File: config.mk
export PLATFORM = sky130hd
export DESIGN_NAME = caliptra_prim_blank_sequencer
export DESIGN_NICKNAME = d
export VERILOG_FILES = /design/src/rtl/caliptra_prim_blank_sequencer_pkg.sv /design/src/rtl/caliptra_prim_blank_rr_pick.sv /design/src/rtl/caliptra_prim_blank_sequencer.sv
export SDC_FILE = /design/constraint.sdc
export NUM_CORES = 1
export LEC_CHECK = 0
export CORE_ASPECT_RATIO = 1.1
export CORE_UTILIZATION = 41
export CTS_BUF_LIST = sky130_fd_sc_hd__clkbuf_4
export CTS_CLUSTER_DIAMETER = 80
export DETAILED_ROUTE_END_ITERATION = 10
export GPL_TIMING_DRIVEN = 0
export PLACE_DENSITY = 0.56
export REMOVE_ABC_BUFFERS = 1
export SLEW_MARGIN = 10
export SYNTH_ARGS = -nofsm -noshare
export SYNTH_HDL_FRONTEND = slang
export SYNTH_SLANG_ARGS = --single-unit
File: constraint.sdc
create_clock -name clk_i -period 5.03 [get_ports clk_i]
set_clock_uncertainty 0.2 [all_clocks]
set_input_delay 1.509 -clock clk_i [delete_from_list [all_inputs] [get_ports clk_i]]
set_output_delay 1.509 -clock clk_i [all_outputs]
set_load 0.005 [all_outputs]
File: src/rtl/caliptra_prim_blank_sequencer_pkg.sv
// ============================================================================
// Module : caliptra_prim_blank_sequencer_pkg
// Brief  : Shared types and helpers for the blanker enable sequencer.
// Rev    : 1.0 - initial release
// ============================================================================
`default_nettype none

package caliptra_prim_blank_sequencer_pkg;

    localparam int unsigned StateW = 6;

    // Pairwise Hamming distance >= 3 so a single upset never lands on a legal state.
    typedef enum logic [StateW-1:0] {
        IDLE    = 6'b000000,
        SETUP   = 6'b000111,
        OPEN    = 6'b011001,
        HOLDOFF = 6'b101010,
        ERROR   = 6'b110100
    } state_e;

    function automatic int unsigned idx_width(input int unsigned n);
        return (n > 1) ? $clog2(n) : 1;
    endfunction

endpackage

`default_nettype wire

File: src/rtl/caliptra_prim_blank_rr_pick.sv
// ============================================================================
// Module : caliptra_prim_blank_rr_pick
// Brief  : Combinational round-robin picker: first eligible index at/after ptr.
// Rev    : 1.0 - initial release
// ============================================================================
`default_nettype none

module caliptra_prim_blank_rr_pick
    import caliptra_prim_blank_sequencer_pkg::*;
#(
    parameter  int unsigned NumReq = 2,
    localparam int unsigned IdxW   = idx_width(NumReq)
) (
    input  logic [NumReq-1:0] eligible_i,
    input  logic [IdxW-1:0]   ptr_i,
    output logic              valid_o,
    output logic [IdxW-1:0]   idx_o
);

    logic [2*NumReq-1:0] w_dbl;
    logic [NumReq-1:0]   w_rot;
    logic [IdxW-1:0]     w_off;
    logic [IdxW:0]       w_sum;

    // Rotate so bit 0 is the requester at ptr; the lowest set bit then wins.
    assign w_dbl = {eligible_i, eligible_i};
    assign w_rot = NumReq'(w_dbl >> ptr_i);

    always_comb begin
        w_off = '0;
        for (int j = NumReq - 1; j >= 0; j--) begin
            if (w_rot[j]) begin
                w_off = IdxW'(j);
            end
        end
    end

    assign w_sum   = {1'b0, ptr_i} + {1'b0, w_off};
    assign idx_o   = (w_sum >= (IdxW+1)'(NumReq)) ? IdxW'(w_sum - (IdxW+1)'(NumReq))
                                                  : w_sum[IdxW-1:0];
    assign valid_o = |eligible_i;

endmodule

`default_nettype wire

File: src/rtl/caliptra_prim_blank_sequencer.sv
// ============================================================================
// Module : caliptra_prim_blank_sequencer
// Brief  : Round-robin arbiter sequencing a blanker enable with settle,
//          maximum-open and holdoff timing.
// Rev    : 1.0 - initial release
// ============================================================================
`default_nettype none

module caliptra_prim_blank_sequencer
    import caliptra_prim_blank_sequencer_pkg::*;
#(
    parameter  int unsigned NumReq        = 2,
    parameter  int unsigned SetupCycles   = 2,
    parameter  int unsigned MaxOpenCycles = 16,
    parameter  int unsigned HoldoffCycles = 1,
    localparam int unsigned IdxW          = idx_width(NumReq)
) (
    input  logic              clk_i,
    input  logic              rst_i,
    input  logic [NumReq-1:0] req_i,
    output logic [NumReq-1:0] gnt_o,
    output logic [IdxW-1:0]   sel_o,
    output logic              en_o,
    output logic              busy_o,
    output logic              timeout_o,
    output logic              err_o
);

    localparam int unsigned MaxSh  = (SetupCycles > MaxOpenCycles) ? SetupCycles : MaxOpenCycles;
    localparam int unsigned MaxCnt = (MaxSh > HoldoffCycles) ? MaxSh : HoldoffCycles;
    localparam int unsigned CntW   = $clog2(MaxCnt + 1);

    localparam logic [CntW-1:0] SetupLd = CntW'(SetupCycles - 1);
    localparam logic [CntW-1:0] HoldLd  = CntW'(HoldoffCycles - 1);
    localparam logic [CntW-1:0] OpenLd  = (MaxOpenCycles == 0) ? '0 : CntW'(MaxOpenCycles - 1);

    state_e              state_q, state_d;
    logic [CntW-1:0]     cnt_q, cnt_d;
    logic [NumReq-1:0]   mask_q, mask_d;
    logic [IdxW-1:0]     ptr_q, ptr_d;
    logic [IdxW-1:0]     sel_q, sel_d;
    logic [NumReq-1:0]   gnt_q, gnt_d;
    logic                en_q, en_d;
    logic                busy_q, busy_d;
    logic                timeout_q, timeout_d;
    logic                err_q, err_d;

    logic                pick_valid;
    logic [IdxW-1:0]     pick_idx;
    logic                req_sel;
    logic [IdxW-1:0]     ptr_after_sel;
    logic [NumReq-1:0]   gnt_sel;

    caliptra_prim_blank_rr_pick #(
        .NumReq (NumReq)
    ) u_pick (
        .eligible_i (req_i & ~mask_q),
        .ptr_i      (ptr_q),
        .valid_o    (pick_valid),
        .idx_o      (pick_idx)
    );

    assign req_sel       = req_i[sel_q];
    assign ptr_after_sel = (sel_q == IdxW'(NumReq - 1)) ? '0 : sel_q + IdxW'(1);
    assign gnt_sel       = {{(NumReq-1){1'b0}}, 1'b1} << sel_q;

    always_comb begin
        state_d   = state_q;
        cnt_d     = cnt_q;
        sel_d     = sel_q;
        ptr_d     = ptr_q;
        mask_d    = mask_q & req_i;
        gnt_d     = '0;
        en_d      = 1'b0;
        timeout_d = 1'b0;

        unique case (state_q)
            IDLE: begin
                if (pick_valid) begin
                    state_d = SETUP;
                    sel_d   = pick_idx;
                    cnt_d   = SetupLd;
                end
            end
            SETUP: begin
                if (!req_sel) begin
                    state_d = HOLDOFF;
                    cnt_d   = HoldLd;
                    ptr_d   = ptr_after_sel;
                end else if (cnt_q == '0) begin
                    state_d = OPEN;
                    cnt_d   = OpenLd;
                    en_d    = 1'b1;
                    gnt_d   = gnt_sel;
                end else begin
                    cnt_d = cnt_q - CntW'(1);
                end
            end
            OPEN: begin
                // A drop outranks an expiry in the same cycle: no pulse, no mask.
                if (!req_sel) begin
                    state_d = HOLDOFF;
                    cnt_d   = HoldLd;
                    ptr_d   = ptr_after_sel;
                end else if (MaxOpenCycles != 0 && cnt_q == '0) begin
                    state_d        = HOLDOFF;
                    cnt_d          = HoldLd;
                    ptr_d          = ptr_after_sel;
                    timeout_d      = 1'b1;
                    mask_d[sel_q]  = 1'b1;
                end else begin
                    en_d  = 1'b1;
                    gnt_d = gnt_sel;
                    if (MaxOpenCycles != 0) begin
                        cnt_d = cnt_q - CntW'(1);
                    end
                end
            end
            HOLDOFF: begin
                if (cnt_q == '0) begin
                    state_d = IDLE;
                end else begin
                    cnt_d = cnt_q - CntW'(1);
                end
            end
            ERROR: begin
                state_d = ERROR;
            end
            default: begin
                state_d = ERROR;
            end
        endcase

        busy_d = (state_d != IDLE);
        err_d  = (state_d == ERROR);
    end

    always_ff @(posedge clk_i or posedge rst_i) begin
        if (rst_i) begin
            state_q   <= IDLE;
            cnt_q     <= '0;
            mask_q    <= '0;
            ptr_q     <= '0;
            sel_q     <= '0;
            gnt_q     <= '0;
            en_q      <= 1'b0;
            busy_q    <= 1'b0;
            timeout_q <= 1'b0;
            err_q     <= 1'b0;
        end else begin
            state_q   <= state_d;
            cnt_q     <= cnt_d;
            mask_q    <= mask_d;
            ptr_q     <= ptr_d;
            sel_q     <= sel_d;
            gnt_q     <= gnt_d;
            en_q      <= en_d;
            busy_q    <= busy_d;
            timeout_q <= timeout_d;
            err_q     <= err_d;
        end
    end

    assign gnt_o     = gnt_q;
    assign sel_o     = sel_q;
    assign en_o      = en_q;
    assign busy_o    = busy_q;
    assign timeout_o = timeout_q;
    assign err_o     = err_q;

endmodule

`default_nettype wire

==> key figures <==
Yosys
  – Synth top area share: 44.0%
  – Async SR Flop Fraction: 100%
  – Synth top area cells: dfrtp_1 (44%), a21oi_1 (4.2%), nor2_8 (3.4%)
  – Yosys reg bits: 21
  – Post-Syn Instances: 113
  – Post-Syn Area: ~1200 µm²
  – Synth area leader: dfrtp_1
  – Netlist cell types: 47
  – Yosys warning count: 0
  – Post-synth EDFFs: 0
  – Avg Inst Size Synth: 10.6 µm²
  – Seq/Total Area, Yosys: 44.0%
  – Synth Flop Type: dfrtp_1

Pwr
  – VDD IR max: 122 µV
  – Leakage: around 0.56 nW
  – Pwr/cell area: 201 nW/µm²

Clock network
  – Inserted Clock Buffers: 3
  – Worst-path clk slew: ~120 ps
  – H-Tree Depth: 1
  – CTS tree: yes
  – Clk buf depth: 2
  – Clk_lat worst skew: 310 ps
  – Hold Buf Count CTS: 0
  – Setup Buffers After CTS: 0
  – Post-cts resize count: 0
  – Root Buffer: clkbuf_4
  – Sink Count: 21

Route
  – Post-Route WL: 2.36 mm
  – DRT antenna net count: 0
  – DRC Markers: 0
  – WL met3: 60 µm
  – M1 WL: approximately 1.1 mm
  – Via Count: around 900
  – Highest metal used: met4
  – Initial DRC count: 22
  – Routed vias/inst: 5.73
  – Metal2 WL: 1.13 mm
  – DRT Pass-1 Iters: 4
  – Wire per inst: 15.0 µm

Setup path
  – R2R depth: 7
  – Crit path cell chain: clkdlybuf4s50_1
  – Worst path arrival time: 1420 ps
  – Critical Path Sink Type: output port
  – Critical R2R Launch: cnt_q[1]
  – RR Endpoint: cnt_q[3]
  – Req. time, crit path: 3320 ps
  – R2R setup slack: 2750 ps
  – CP max stage delay: around 570 ps
  – Critical path peak fanout: 9
  – CP delay by family, top: buffers and inverters
  – WP depth: 1
  – Startpoint Class: register
  – Sum of buffers and inverters on the critical path: 1
  – Crit path kind: reg -> out
  – Worst path slowest cell: clkdlybuf4s50_1

GRT
  – Total GRT Usage: 18.2%
  – Total gr overflow: 0
  – First-pass GRT wire length: 4.11 mm
  – Initial antenna violation count: 0
  – Largest net degree at the start of global routing: 22
  – Vias in the first global route: 879

Layout
  – Layout cells sized above 1: 16.1%
  – Design area: 1350 µm²
  – Most common cell after layout, fill and taps aside: dfrtp_1
  – Area grow syn2layout: 12.6%
  – Commonest non-fill, non-tap cells in the layout: dfrtp_1 (21), a21oi_1 (10), nor2_1 (10), clkdlybuf4s50_1 (10), nand2_1 (8)
  – Final Net Count: between 100 and 150
  – Ant. Diodes: 0

Outcome
  – Status: finished clean

Timing
  – Crit path time final: 3130 ps
  – Final hold viol count: 0
  – Slew headroom: 42.9%
  – Setup-failing EPs final: 0
  – Setup TNS: 0 ps
  – Final critical-path share of the clock period: 62.3%
  – Fmax: about 320 MHz
  – Final Max Slew Viols: 0
  – RSZ-0062 raised after global routing: no
  – Worst Tran Pin Value: between 800 and 900 ps

Placement
  – Number of port buffers: 10
  – Post-DP Area: 1320 µm²
  – HPWL Detailed: around 1.8 mm
  – GPL Wtd Cong: 0.850

Floorplanning
  – Die area: 3130 µm²
  – # rows: 20
  – Core Area: 2780 µm²
  – Initial Util: between 40% and 50%
  – Die Height: between 50 and 60 µm
  – Io pins: 11
  – Chip Width: 53.5 µm

Hold path
  – Min-Delay Startpoint: mask_q[0]
  – Hold path depth: 1
  – Hold Path Class: reg -> reg
  – Hold path endpoint: mask_q[0]

Run
  – Maxcap violations: 0
cells by family after synthesis:
family | Yosys count | share of synthesized area (%)
buf+inv | 10 | 3.98
mux | 2 | 2.72
compound gates | 31 | 20.2
flops | 21 | 44.0
fa+ha+maj | 1 | 1.05
simple gates | 48 | 28.1
metrics by stage:
step / std cells / setup WS, ps / hold slack (ps) / util, % / power [mW]
floorplan: 110 / 2270 / 255 / - / 0.179
global placement: 153 / 1580 / 272 / 47.3 / 0.185
detailed placement: 153 / 1580 / 271 / 47.3 / 0.185
CTS: 157 / 1880 / 300 / 48.4 / 0.275
global route: 157 / 1770 / 310 / 48.4 / 0.284
finish: 157 / 1900 / 301 / 48.4 / 0.270
synth_stat cells, drive strengths merged (2+ instances only):
| cell type | n |
|---|---|
| nand4b | 2 |
| nand2 | 9 |
| o22a | 2 |
| nor2 | 12 |
| nand4bb | 2 |
| nand2b | 3 |
| dfrtp | 21 |
| buf | 3 |
| mux2i | 2 |
| and2 | 2 |
| nor2b | 4 |
| o21a | 2 |
| a21oi | 11 |
| nor4b | 2 |
| or3 | 3 |
| o21ai | 5 |
| nand3 | 2 |
| nor3 | 4 |
| inv | 7 |
registers in the layout, summed over array words and instances, names as in the netlist:
name and cells:
en_o 1, err_o 1, timeout_o 1, sel_o 1
mask_q 2, ptr_q 1, gnt_o 2, state_q 6
busy_o 1, cnt_q 5
area by class of cell:
class                           instances  area (µm²)
Multi-Input combinational cell         82         622
Timing Repair Buffer                   10         100
Fill cell                             258        1430
Sequential cell                        21         526
Inverter                                7        26.3
Clock buffer                            4        30.0
Tap cell                               33        41.3
worst max path at each step:
stage / startpoint / end
2_1_floorplan: req_i[0] / cnt_q[3]
6_report: sel_o / sel_o
5_1_grt: req_i[0] / cnt_q[2]
3_5_place_dp: req_i[1] / cnt_q[3]
4_1_cts: sel_o / sel_o
3_3_place_gp: req_i[1] / cnt_q[3]
where the power goes:
part / switching, mW / internal (mW)
combinational: 0.00866 / 0.00386
sequential: 0.0000000000000000122 / 0.169
clock: 0.0526 / 0.0363
metal layers:
metal,vias to the layer above,track usage (%)
met1,451,24.1
met3,5,2.84
li1,430,-
met2,13,28.9
met5,-,0
met4,0,7.89
(Power assumes the default switching activity.)
